### config.mk
export PLATFORM = sky130hd
export DESIGN_NAME = memalu_arbiter_flat
export DESIGN_NICKNAME = d
export VERILOG_FILES = /design/src/rtl/memalu_arbiter_if.sv /design/src/rtl/memalu_arbiter.sv /design/src/flat_wrapper.sv
export SDC_FILE = /design/constraint.sdc
export NUM_CORES = 1
export LEC_CHECK = 0
export CORE_ASPECT_RATIO = 0.6
export CORE_MARGIN = 10
export CORE_UTILIZATION = 38
export DETAILED_ROUTE_END_ITERATION = 16
export PLACE_DENSITY = 0.81
export REMOVE_ABC_BUFFERS = 1
export SYNTH_ARGS = -nofsm -noshare
export SYNTH_HDL_FRONTEND = slang
export SYNTH_SLANG_ARGS = --single-unit
export TNS_END_PERCENT = 30
### constraint.sdc
create_clock -name clk -period 2.8 [get_ports clk]
set_clock_uncertainty 0.2 [all_clocks]
set_input_delay 0.28 -clock clk [delete_from_list [all_inputs] [get_ports clk]]
set_output_delay 0.28 -clock clk [all_outputs]
set_load 0.02 [all_outputs]
### src/rtl/memalu_arbiter_if.sv
// rtl/memalu_arbiter_if.sv - MEMALU operation types and the arbiter client/ALU bus interface
package memalu_pkg;
  typedef enum logic [1:0] {
    MEMALU_OP_ADD,
    MEMALU_OP_INCR,
    MEMALU_OP_DECR,
    MEMALU_OP_OFFSET
  } memalu_op_t;

  typedef enum logic [1:0] {
    REG_OP_NONE,
    REG_OP_READ,
    REG_OP_WRITE
  } reg_op_t;
endpackage

interface memalu_arbiter_if #(
  parameter int HALF_WIDTH = 8
);
  import memalu_pkg::*;
  localparam int AW = 2 * HALF_WIDTH;

  logic [2:0]                 req;
  logic [2:0][AW-1:0]         req_a;
  logic [2:0][HALF_WIDTH-1:0] req_b;
  memalu_op_t [2:0]           req_mode;
  logic [2:0]                 grant;
  logic [2:0]                 done;
  logic [AW-1:0]              result;
  logic                       busy;
  logic [AW-1:0]              alu_a;
  logic [HALF_WIDTH-1:0]      alu_b;
  memalu_op_t                 alu_mode;
  reg_op_t                    alu_control;
  logic [AW-1:0]              alu_out;
  logic                       bus_ok;

  modport master (
    output req, req_a, req_b, req_mode, alu_out, bus_ok,
    input  grant, done, result, busy, alu_a, alu_b, alu_mode, alu_control
  );

  modport slave (
    input  req, req_a, req_b, req_mode, alu_out, bus_ok,
    output grant, done, result, busy, alu_a, alu_b, alu_mode, alu_control
  );
endinterface

### src/rtl/memalu_arbiter.sv
// rtl/memalu_arbiter.sv - round-robin sequencer sharing one MEMALU among three address clients
module memalu_arbiter
  import memalu_pkg::*;
#(
  parameter int HALF_WIDTH = 8
) (
  input  logic            clk,
  input  logic            rst,
  memalu_arbiter_if.slave bus
);
  localparam int AW = 2 * HALF_WIDTH;

  typedef enum logic [1:0] {S_IDLE, S_LOAD, S_EXEC, S_RESP} state_t;

  state_t                state_q, state_d;
  logic [2:0]            grant_q, done_q;
  logic [1:0]            last_q, win_q;
  logic                  busy_q;
  logic [AW-1:0]         result_q, alu_a_q;
  logic [HALF_WIDTH-1:0] alu_b_q;
  memalu_op_t            alu_mode_q;
  reg_op_t               alu_control;

  logic [1:0] ptr, o0, o1, o2, pick;
  logic [2:0] cand;
  logic       pick_valid, load;

  function automatic logic [1:0] next_port(input logic [1:0] p);
    return (p == 2'd2) ? 2'd0 : p + 2'd1;
  endfunction

  // In RESP the pointer is the current winner, whose request is masked out.
  always_comb begin
    ptr        = (state_q == S_RESP) ? win_q : last_q;
    cand       = (state_q == S_RESP) ? (bus.req & ~grant_q) : bus.req;
    o0         = next_port(ptr);
    o1         = next_port(o0);
    o2         = next_port(o1);
    pick_valid = 1'b0;
    pick       = 2'd0;
    if (cand[o2]) begin pick_valid = 1'b1; pick = o2; end
    if (cand[o1]) begin pick_valid = 1'b1; pick = o1; end
    if (cand[o0]) begin pick_valid = 1'b1; pick = o0; end
  end

  always_comb begin
    state_d     = state_q;
    load        = 1'b0;
    alu_control = REG_OP_NONE;
    case (state_q)
      S_IDLE: begin
        if (pick_valid) begin
          state_d = S_LOAD;
          load    = 1'b1;
        end
      end
      S_LOAD: begin
        alu_control = REG_OP_READ;
        state_d     = S_EXEC;
      end
      S_EXEC: begin
        if (bus.bus_ok) begin
          alu_control = REG_OP_WRITE;
          state_d     = S_RESP;
        end
      end
      S_RESP: begin
        if (pick_valid) begin
          state_d = S_LOAD;
          load    = 1'b1;
        end else begin
          state_d = S_IDLE;
        end
      end
      default: state_d = S_IDLE;
    endcase
  end

  always_ff @(posedge clk) begin
    if (rst) begin
      state_q    <= S_IDLE;
      grant_q    <= '0;
      done_q     <= '0;
      busy_q     <= 1'b0;
      last_q     <= 2'd2;
      win_q      <= 2'd0;
      result_q   <= '0;
      alu_a_q    <= '0;
      alu_b_q    <= '0;
      alu_mode_q <= MEMALU_OP_ADD;
    end else begin
      state_q <= state_d;
      busy_q  <= (state_d != S_IDLE);
      done_q  <= (state_q == S_EXEC && bus.bus_ok) ? grant_q : 3'b000;
      if (state_q == S_EXEC && bus.bus_ok) begin
        result_q <= bus.alu_out;
      end
      if (state_q == S_RESP) begin
        last_q <= win_q;
      end
      if (load) begin
        win_q      <= pick;
        grant_q    <= 3'b001 << pick;
        alu_a_q    <= bus.req_a[pick];
        alu_b_q    <= bus.req_b[pick];
        alu_mode_q <= bus.req_mode[pick];
      end else if (state_d == S_IDLE) begin
        grant_q <= '0;
      end
    end
  end

  assign bus.grant       = grant_q;
  assign bus.done        = done_q;
  assign bus.busy        = busy_q;
  assign bus.result      = result_q;
  assign bus.alu_a       = alu_a_q;
  assign bus.alu_b       = alu_b_q;
  assign bus.alu_mode    = alu_mode_q;
  assign bus.alu_control = alu_control;
endmodule

### src/flat_wrapper.sv
// flat-port wrapper written by rule: the top's interface ports become plain ports
module memalu_arbiter_flat import memalu_pkg::*;
#(
  parameter int HALF_WIDTH = 8
)
  (clk, rst, bus_req, bus_req_a, bus_req_b, bus_req_mode, bus_alu_out, bus_bus_ok, bus_grant, bus_done, bus_result, bus_busy, bus_alu_a, bus_alu_b, bus_alu_mode, bus_alu_control);
  memalu_arbiter_if #(.HALF_WIDTH(HALF_WIDTH)) bus_i ();
  input  logic clk;
  input  logic rst;
  input wire logic [$bits(bus_i.req)-1:0] bus_req;
  input wire logic [$bits(bus_i.req_a)-1:0] bus_req_a;
  input wire logic [$bits(bus_i.req_b)-1:0] bus_req_b;
  input wire logic [$bits(bus_i.req_mode)-1:0] bus_req_mode;
  input wire logic [$bits(bus_i.alu_out)-1:0] bus_alu_out;
  input wire logic [$bits(bus_i.bus_ok)-1:0] bus_bus_ok;
  output wire logic [$bits(bus_i.grant)-1:0] bus_grant;
  output wire logic [$bits(bus_i.done)-1:0] bus_done;
  output wire logic [$bits(bus_i.result)-1:0] bus_result;
  output wire logic [$bits(bus_i.busy)-1:0] bus_busy;
  output wire logic [$bits(bus_i.alu_a)-1:0] bus_alu_a;
  output wire logic [$bits(bus_i.alu_b)-1:0] bus_alu_b;
  output wire logic [$bits(bus_i.alu_mode)-1:0] bus_alu_mode;
  output wire logic [$bits(bus_i.alu_control)-1:0] bus_alu_control;
  assign bus_i.req = bus_req;
  assign bus_i.req_a = bus_req_a;
  assign bus_i.req_b = bus_req_b;
  assign bus_i.req_mode = bus_req_mode;
  assign bus_i.alu_out = bus_alu_out;
  assign bus_i.bus_ok = bus_bus_ok;
  assign bus_grant = bus_i.grant;
  assign bus_done = bus_i.done;
  assign bus_result = bus_i.result;
  assign bus_busy = bus_i.busy;
  assign bus_alu_a = bus_i.alu_a;
  assign bus_alu_b = bus_i.alu_b;
  assign bus_alu_mode = bus_i.alu_mode;
  assign bus_alu_control = bus_i.alu_control;
  memalu_arbiter #(.HALF_WIDTH(HALF_WIDTH)) u_core (.clk(clk), .rst(rst), .bus(bus_i));
endmodule
---- Word level (Yosys, flattened, before mapping) ----
Index checks and enable logic that the tools add are counted.
operators by class
  add/subtract/negate cells ............... 3
  $lt $le $gt $ge ......................... 4
  eq/ne operators ......................... 6
  shift-type cells ........................ 1
  multiplexer cells ....................... 33
  bitwise operators ....................... 3
  reduce and logical (&&, ||, !) cells .... 7
operators by type and width
  kind                                                         count
  binary-select mux 16 bit (select 2 bit)                      1
  2-to-1 mux 2 bit                                             11
  binary-select mux 8 bit (select 2 bit)                       1
  2-to-1 mux 16 bit                                            1
  less-than comparator 2 x 3 -> 1 bit (second input constant)  4
  == test 2 bit (second input constant)                        5
  2-to-1 mux 1 bit                                             9
  2-to-1 mux 3 bit                                             3
  2-to-1 mux 8 bit                                             1
  case mux 2 bit (4 select lines)                              1
  adder 2 x 1 -> 2 bit (second input constant)                 3
  binary-select mux 1 bit (select 2 bit)                       3
  binary-select mux 2 bit (select 2 bit)                       1
  zero test 2 bit                                              2
  case mux 2 bit (2 select lines)                              1
  nonzero test 2 bit                                           2
  OR reduction 2 bit                                           2
  bitwise AND 3 bit                                            1
  NOT 3 bit                                                    1
  left shift 1 x 2 -> 3 bit (first input constant)             1
  == test 2 x 1 -> 1 bit (second input constant)               1
  logical AND 1 bit                                            1
  NOT 1 bit                                                    1
word-level totals
  bits in registers ....................... 55
  input port bits ......................... 100
  output and inout bits ................... 51
  logic and storage cells ................. 67

---- Longest topological paths before layout ----
Gate-level depths: netlist of the first run.
  depth after elaboration ................. 18
  depth in mapped cells ................... 8
  gate-level depth less buffers ........... 6

---- Worst setup path before layout of the first run ----
No wires, ideal clock.
  path kind ............................... flip-flop to flip-flop
  start ................................... register u_core.state_q[0]
  end ..................................... register u_core.alu_a_q[15], in the netlist u_core.bus.alu_a[15]
  setup time .............................. 0.134 ns
  arrival time ............................ 1.807 ns
  data required time ...................... 2.466 ns
  slack ................................... 0.659 ns
  stages on the path, launching flop included .. 9
  path buffers ............................ 2
  period minus slack after synthesis ...... 2.141 ns
  cell sequence ........................... dfxtp_1 ha_1 buf_6 mux2_4 o21ai_4 a21oi_2 buf_6 a221oi_2 a211oi_1
on the way
  longest elaborated chain between the ends .. 15
  elaborated cells between the ends (all ways) .. 30
  those cells by class .................... 3 x add/sub; 4 x eq/ne; 21 x mux; 2 x reduce/logical
ends and longest elaborated chain
  element                                                                      RTL line                                                           text
  start: declaration                                                           memalu_arbiter.sv:15                                               state_t state_q, state_d;
  start signal: assignment                                                     memalu_arbiter.sv:92                                               state_q <= state_d;
  == test 2 bit                                                                memalu_arbiter.sv:34, memalu_arbiter.sv:35, memalu_arbiter.sv:50
  2-to-1 mux 2 bit                                                             -
  adder 2 x 1 -> 2 bit or == test 2 bit (tied branches)                        memalu_arbiter.sv:29                                               return (p == 2'd2) ? 2'd0 : p + 2'd1;
  2-to-1 mux 2 bit                                                             memalu_arbiter.sv:29
  adder 2 x 1 -> 2 bit or == test 2 bit (tied branches)                        memalu_arbiter.sv:29
  2-to-1 mux 2 bit                                                             memalu_arbiter.sv:29
  adder 2 x 1 -> 2 bit or == test 2 bit (tied branches)                        memalu_arbiter.sv:29
  2-to-1 mux 2 bit                                                             memalu_arbiter.sv:29
  binary-select mux 1 bit (select 2 bit)                                       memalu_arbiter.sv:41                                               if (cand[o2]) begin pick_valid = 1'b1; pick = o2; end
  2-to-1 mux 1 bit (implied by the code)                                       memalu_arbiter.sv:41
  2-to-1 mux 2 bit or 2-to-1 mux 1 bit (tied branches)                         memalu_arbiter.sv:41
  2-to-1 mux 2 bit or 2-to-1 mux 1 bit (tied branches)                         memalu_arbiter.sv:42                                               if (cand[o1]) begin pick_valid = 1'b1; pick = o1; end
  2-to-1 mux 2 bit or 2-to-1 mux 1 bit (tied branches)                         memalu_arbiter.sv:43                                               if (cand[o0]) begin pick_valid = 1'b1; pick = o0; end
  binary-select mux 16 bit (select 2 bit) or 2-to-1 mux 1 bit (tied branches)  memalu_arbiter.sv:104, memalu_arbiter.sv:52, memalu_arbiter.sv:68
  2-to-1 mux 16 bit (implied by the code) or 2-to-1 mux 1 bit (tied branches)  -
  end signal: assignment                                                       memalu_arbiter.sv:104                                              alu_a_q <= bus.req_a[pick];
  end: declaration                                                             memalu_arbiter.sv:19                                               logic [AW-1:0] result_q, alu_a_q;
Several ways; a longest one is shown, not always the timed one. The select of a mux whose other input is x is not followed.
A chain may end at the register's enable or synchronous reset.

---- Worst setup path in the final report of the first run ----
  start ................................... register u_core.state_q[0]
  end ..................................... register u_core.alu_a_q[9], in the netlist u_core.bus.alu_a[9]
The elaborated chain is that of the path after synthesis.

==> metrics.txt, run 1 <==
DRC=0; drt pass-1 iters=4; Hold/Removal Path Class=reg2reg; R2R depth=5; Post-synth EDFFs=0; Synth area leader=dfxtp_1; CTS root buf=clkbuf_16; PwrDens=917 nW/um^2; period utilization=90.9%; outcome=completed; relative slew slack=49.6%; Mapped Area=2620 um^2; total CTS buffers=5; # clock sinks=55; Area Growth Syn to Fin=64.6%; initial antenna violation count=0; postcts setup bufs=0; Cell variety after synth=38; Critical Path End=u_core.bus.alu_a[9]$_SDFFE_PP0P_; Slew Limit Fails=0; Mean Syn Cell Area=9.17 um^2; CP max stage cell=o31ai_4; leak pwr=0.00154 uW; Final setup viols=0; sequential fraction of the synthesis area=42.0%; slowest stage delay, CP=0.63 ns; IO Pins=151; WP data required=2.81 ns; hold_ws=0.258 ns; ys async rst share=0%; DR vias=2709; Setup CP Type=reg2reg; Critical Path, Cell by Cell=ha_1 > mux2_4 > o31ai_4 > a221oi_1 > a211oi_1; DRT antenna net count=0; post-synth top area share=42.0%; GR Util All Layers=16.8%; final setup margin=0.256 ns; Worst Path Max Fanout=12; RSZ-0062 raised after global routing=false; top cells by area, synth=dfxtp_1 (42%), a22oi_1 (8.0%), a21oi_1 (7.3%), a221oi_2 (6.3%), nand2_1 (5.3%); Synth Flop Type=dfxtp_1; Reg clk slew, reported paths=0.08 ns; clk_lat worst skew=0.30 ns; DP Wirelength=7280 um; GP Congestion=0.789; Syn Inst Count=286; clock period minus worst slack=2.54 ns; fmax=393 MHz; # H-tree levels=2; worst r2r dst=u_core.bus.alu_a[9]$_SDFFE_PP0P_; drt first-iter violations=145; Final TNS setup=0 ns; post-DR vias/cell=5.24; worst setup path startpoint=u_core.state_q[0]$_SDFF_PP0_; share of layout cells above drive strength 1=13.0%; startpoint class of the critical path=flop; CTS tree=yes; R2R Setup Slk=0.26 ns; worst r2r src=u_core.state_q[0]$_SDFF_PP0_; final hold violations=0; Yosys reg bits=55; final WL=9390 um; critical path capture point type=flop; Worst-Margin Slew=0.756 ns; first-pass GRT wire length=14900 um; Starting Density=39.3%; gr ovfl total=0; most frequent cell after synthesis=dfxtp_1; Placement Setup Slack=0.193 ns; Nets=534; Routed WL per cell=18.2 um; top cells by count, synth=dfxtp_1 (55), a21oi_1 (38), nand2_1 (37), a22oi_1 (28), nor2_1 (17); die height=84.3 um; vias in the first global route=2854; largest net degree at the start of global routing=32; Max-cap violations=0; Worst VDD drop=0.529 mV; hold path cells=2; Synth warnings=0; # hold bufs at CTS=0; CORE AREA=6680 um^2; CTS Buffer Depth=2; Row Count=23; Antenna Cells=0; die footprint=10700 um^2; Die X=127 um; port buffer count=150; WP data arrival=2.55 ns
==> sequential cells by signal, indices dropped and copies added, names as in the netlist <==
signal,cells
u_core.bus.alu_b,8
u_core.state_q,2
u_core.bus.alu_a,16
u_core.bus.grant,3
u_core.win_q,2
u_core.last_q,2
u_core.bus.alu_mode,2
u_core.bus.result,16
u_core.bus.done,3
u_core.bus.busy,1
==> cell families (layout without fill, tap and decap cells) <==
group | after synthesis | in the layout | share of synthesized area (%)
flops | 55 | 55 | 42.0
compound gates | 106 | 106 | 32.3
simple gates | 87 | 87 | 15.2
buf+inv | 29 | 173 | 6.11
fa+ha+maj | 5 | 5 | 2.39
mux | 4 | 4 | 2.05
==> final cells by class <==
| cell class | instances | area, um^2 |
|---|---|---|
| fillers | 580 | 2360 |
| flip-flops and latches | 55 | 1100 |
| clock inverters | 3 | 25.0 |
| repair buffers | 159 | 1560 |
| inverters | 6 | 22.5 |
| multi-input cells | 202 | 1370 |
| well taps | 87 | 109 |
| clock buffers | 5 | 125 |
==> placed cells by master, fill, tap and decap left out, drive strengths merged <==
cell	n
a21bo	3
nor2	17
ha	5
a211oi	15
dfxtp	55
nand3	12
nor2b	2
o21ai	3
clkinvlp	1
and2	1
mux2i	2
o22ai	1
or2b	1
mux2	2
inv	7
a22oi	28
nand2	37
buf	10
a21oi	39
clkinv	1
o2bb2ai	1
clkbuf	5
clkdlybuf4s50	149
a221oi	12
o31ai	1
or2	13
nor3	1
nor3b	3
a21o	3
==> stage by stage <==
stage / power [uW] / cells / instance area [um^2] / utilization (%)
global placement: 3280 / 509 / 4160 / 62.3
floorplan: 2390 / 263 / 2480 / -
finish: 3960 / 517 / 4310 / 64.6
CTS: 3980 / 517 / 4310 / 64.5
detailed placement: 3320 / 509 / 4160 / 62.3
global route: 4220 / 517 / 4310 / 64.6
==> worst min-delay path by stage <==
| stage | endpoint | start | slack, ns |
|---|---|---|---|
| floorplan | u_core.bus.alu_a[10]$_SDFFE_PP0P_ | rst | 0.15 |
| global placement | u_core.bus.result[0]$_SDFFE_PP0P_ | u_core.bus.result[0]$_SDFFE_PP0P_ | 0.24 |
| detailed placement | u_core.bus.result[9]$_SDFFE_PP0P_ | u_core.bus.result[9]$_SDFFE_PP0P_ | 0.25 |
| CTS | u_core.bus.result[9]$_SDFFE_PP0P_ | u_core.bus.result[9]$_SDFFE_PP0P_ | 0.26 |
| global route | u_core.bus.result[15]$_SDFFE_PP0P_ | u_core.bus.result[15]$_SDFFE_PP0P_ | 0.28 |
| finish | u_core.bus.result[9]$_SDFFE_PP0P_ | u_core.bus.result[9]$_SDFFE_PP0P_ | 0.26 |
==> report_power, final <==
part | internal (uW) | total [uW] | leakage (uW) | switching (uW)
clock | 339 | 648 | 0.0000708 | 309
sequential | 1010 | 1140 | 0.000451 | 133
combinational | 989 | 2170 | 0.00102 | 1180
total | 2340 | 3960 | 0.00154 | 1620
==> metal layers <==
metal | track usage (%) | share of wire, % | vias to the layer above
li1 | - | - | 1322
met1 | 20.0 | 45 | 1252
met2 | 26.7 | 43 | 129
met3 | 8.16 | 12 | 6
met4 | 3.71 | 0.85 | 0
met5 | 0 | 0 | -
==> critical path: cells and delay by family (launching register included) <==
family | cells | cell delay, ns
adders and majority gates | 1 | 0.41
AOI/OAI and AO/OA | 3 | 1.07
muxes | 1 | 0.37
DFF | 1 | 0.41
==> repair_timing <==
action	4_1_cts	5_1_grt
endpoints found under the setup margin	0	3
resized for setup	0	1
endpoints found under the hold margin	0	0
No activity file was read; power rests on OpenSTA's default activity.
==> run 2, diff against run 1 <==
==> constraint.sdc (replaced) <==
create_clock -name clk -period 2.77 [get_ports clk]
set_clock_uncertainty 0.2 [all_clocks]
set_input_delay 0.277 -clock clk [delete_from_list [all_inputs] [get_ports clk]]
set_output_delay 0.277 -clock clk [all_outputs]
set_load 0.02 [all_outputs]
==> run 2 against run 1 <==
  * Non-clock buffer count is the same
  * Die area is the same
  * Cell area is essentially flat
  * Power grew 0.89%
  * Via count fell by 0.63%
  * Fmax down 0.40%
  * Critical endpoint unchanged
==> metrics.txt, run 2 (synthesized netlist as in run 1, its figures left out) <==
outcome=completed; most frequent cells in the layout=clkdlybuf4s50_1 (149), dfxtp_1 (55), a21oi_1 (38), nand2_1 (37), a22oi_1 (28); Worst Path Max Fanout=12 (unchanged); Antenna Cells=0 (unchanged); # H-tree levels=2 (unchanged); Starting Density=39.3% (unchanged); Setup CP Type=reg2reg; period utilization=92.2% (+1.4 points); share of layout cells above drive strength 1=13.0% (unchanged); DR vias=2692 (-0.63%); largest net degree at the start of global routing=32 (unchanged); total power=3990 uW (+0.89%); Hold/Removal Path Class=reg2reg; WP data arrival=2.56 ns (about the same); vias in the first global route=2842 (-0.42%); DP Wirelength=7400 um (+1.6%); final hold violations=0 (unchanged); Multi-input gate area=1370 um^2 (unchanged); Slew Limit Fails=0 (unchanged); port buffer count=150 (unchanged); die footprint=10700 um^2 (unchanged); relative slew slack=49.1% (-0.52 points); Max-cap violations=0 (unchanged); CTS root buf=clkbuf_16; Routed WL per cell=18.4 um (+1.4%); Final setup viols=0 (unchanged); Final TNS setup=0 ns (unchanged); gr ovfl total=0 (unchanged); PwrDens=925 nW/um^2 (+0.83%); clk_lat worst skew=0.29 ns (about the same); Nets=534 (unchanged); GP Congestion=0.798 (+1.2%); Die X=127 um (unchanged); # clock sinks=55 (unchanged); Filler cells=578 (-0.34%); leading cell type in the layout, fill and taps excluded=clkdlybuf4s50_1; die height=84.3 um (unchanged); Worst VDD drop=0.493 mV (-6.7%); leak pwr=0.00154 uW (about the same); drt first-iter violations=132 (-9.0%); Worst-Margin Slew=0.763 ns (+0.00787 ns); DRC=0 (unchanged); RSZ-0062 raised after global routing=false; postcts setup bufs=0 (unchanged); total CTS buffers=5 (unchanged); IO Pins=151 (unchanged); Area Growth Syn to Fin=64.7% (about the same); final WL=9520 um (+1.4%); Seq. cell area=1100 um^2 (unchanged); DRT antenna net count=0 (unchanged); CTS Buffer Depth=2 (unchanged); initial antenna violation count=0 (unchanged); GR Util All Layers=16.9% (+0.16 points); startpoint class of the critical path=flop; first-pass GRT wire length=15100 um (+1.2%); # hold bufs at CTS=0 (unchanged); Row Count=23 (unchanged); fmax=392 MHz (-0.40%); post-DR vias/cell=5.21 (-0.63%); CTS tree=yes; critical path capture point type=flop; WP data required=2.78 ns (-0.03 ns); Reg clk slew, reported paths=0.08 ns (about the same); CORE AREA=6680 um^2 (unchanged); drt pass-1 iters=4 (unchanged); clock period minus worst slack=2.55 ns (+0.0102 ns)
-- run 2: through the flow --
stage | hold WS, ns | instance area, um^2 | utilization, % | cells | worst slack (ns)
final | 0.258 | 4320 | 64.7 | 517 | 0.216
after global routing | 0.283 | 4320 | 64.7 | 517 | 0.0174
after CTS | 0.259 | 4310 | 64.5 | 517 | 0.144
after detailed placement | 0.248 | 4160 | 62.3 | 509 | 0.171
after global placement | 0.241 | 4160 | 62.3 | 509 | 0.223
after floorplan | 0.146 | 2480 | - | 263 | 0.439
-- run 2: cell type report --
cell class,instances,area share [%]
timing repair buffer,159,36.2
tap,87,2.52
clock buffer,5,2.90
inverter,6,0.522
clock inverter,3,0.638
sequential,55,25.5
multi-input combinational,202,31.7
-- run 2: timing repair --
action,CTS,global route
gates resized for setup,0,1
endpoints found under the hold margin,0,0
endpoints found under the setup margin,0,5
-- run 2: path summary, 6_finish.rpt --
check	from	end	slack, ns	cells past startpoint
worst min register to register	u_core.bus.result[1]$_SDFFE_PP0P_	u_core.bus.result[1]$_SDFFE_PP0P_	0.26	2
worst max-delay path	u_core.state_q[0]$_SDFF_PP0_	u_core.bus.alu_a[9]$_SDFFE_PP0P_	0.22	5
worst max register to register	u_core.state_q[0]$_SDFF_PP0_	u_core.bus.alu_a[9]$_SDFFE_PP0P_	0.22	5
worst min-delay path	u_core.bus.result[1]$_SDFFE_PP0P_	u_core.bus.result[1]$_SDFFE_PP0P_	0.26	2
-- run 2: metal layers --
metal	GRT usage [%]	vias to the layer above	routed length, um
li1	-	1325	-
met1	20.4	1252	4150
met2	27.4	111	4200
met3	7.97	4	1110
met4	2.78	0	71
met5	0	-	0
-- run 2: report_power, final --
group	switching [uW]	leakage (uW)	internal, uW
clock network	307	0.0000719	344
registers	140	0.000451	1020
logic	1180	0.00102	999
-- run 2: critical path, cell delays in order, from the launching register on --
cell,delay [ns]
dfxtp_1,0.42
ha_1,0.41
mux2_4,0.37
o31ai_4,0.63
a221oi_1,0.17
a211oi_1,0.26
==> run 3, diff against run 2 <==
--- a/config.mk
+++ b/config.mk
@@ -5,12 +5,15 @@
 export SDC_FILE = /design/constraint.sdc
 export NUM_CORES = 1
 export LEC_CHECK = 0
+export CAP_MARGIN = 0
 export CORE_ASPECT_RATIO = 0.6
 export CORE_MARGIN = 10
 export CORE_UTILIZATION = 38
+export CTS_CLUSTER_SIZE = 20
 export DETAILED_ROUTE_END_ITERATION = 16
 export PLACE_DENSITY = 0.81
 export REMOVE_ABC_BUFFERS = 1
+export SLEW_MARGIN = 20
 export SYNTH_ARGS = -nofsm -noshare
 export SYNTH_HDL_FRONTEND = slang
 export SYNTH_SLANG_ARGS = --single-unit
==> results of run 3 <==
Same layout as run 2: the final DEF is identical, and so are final timing and power.
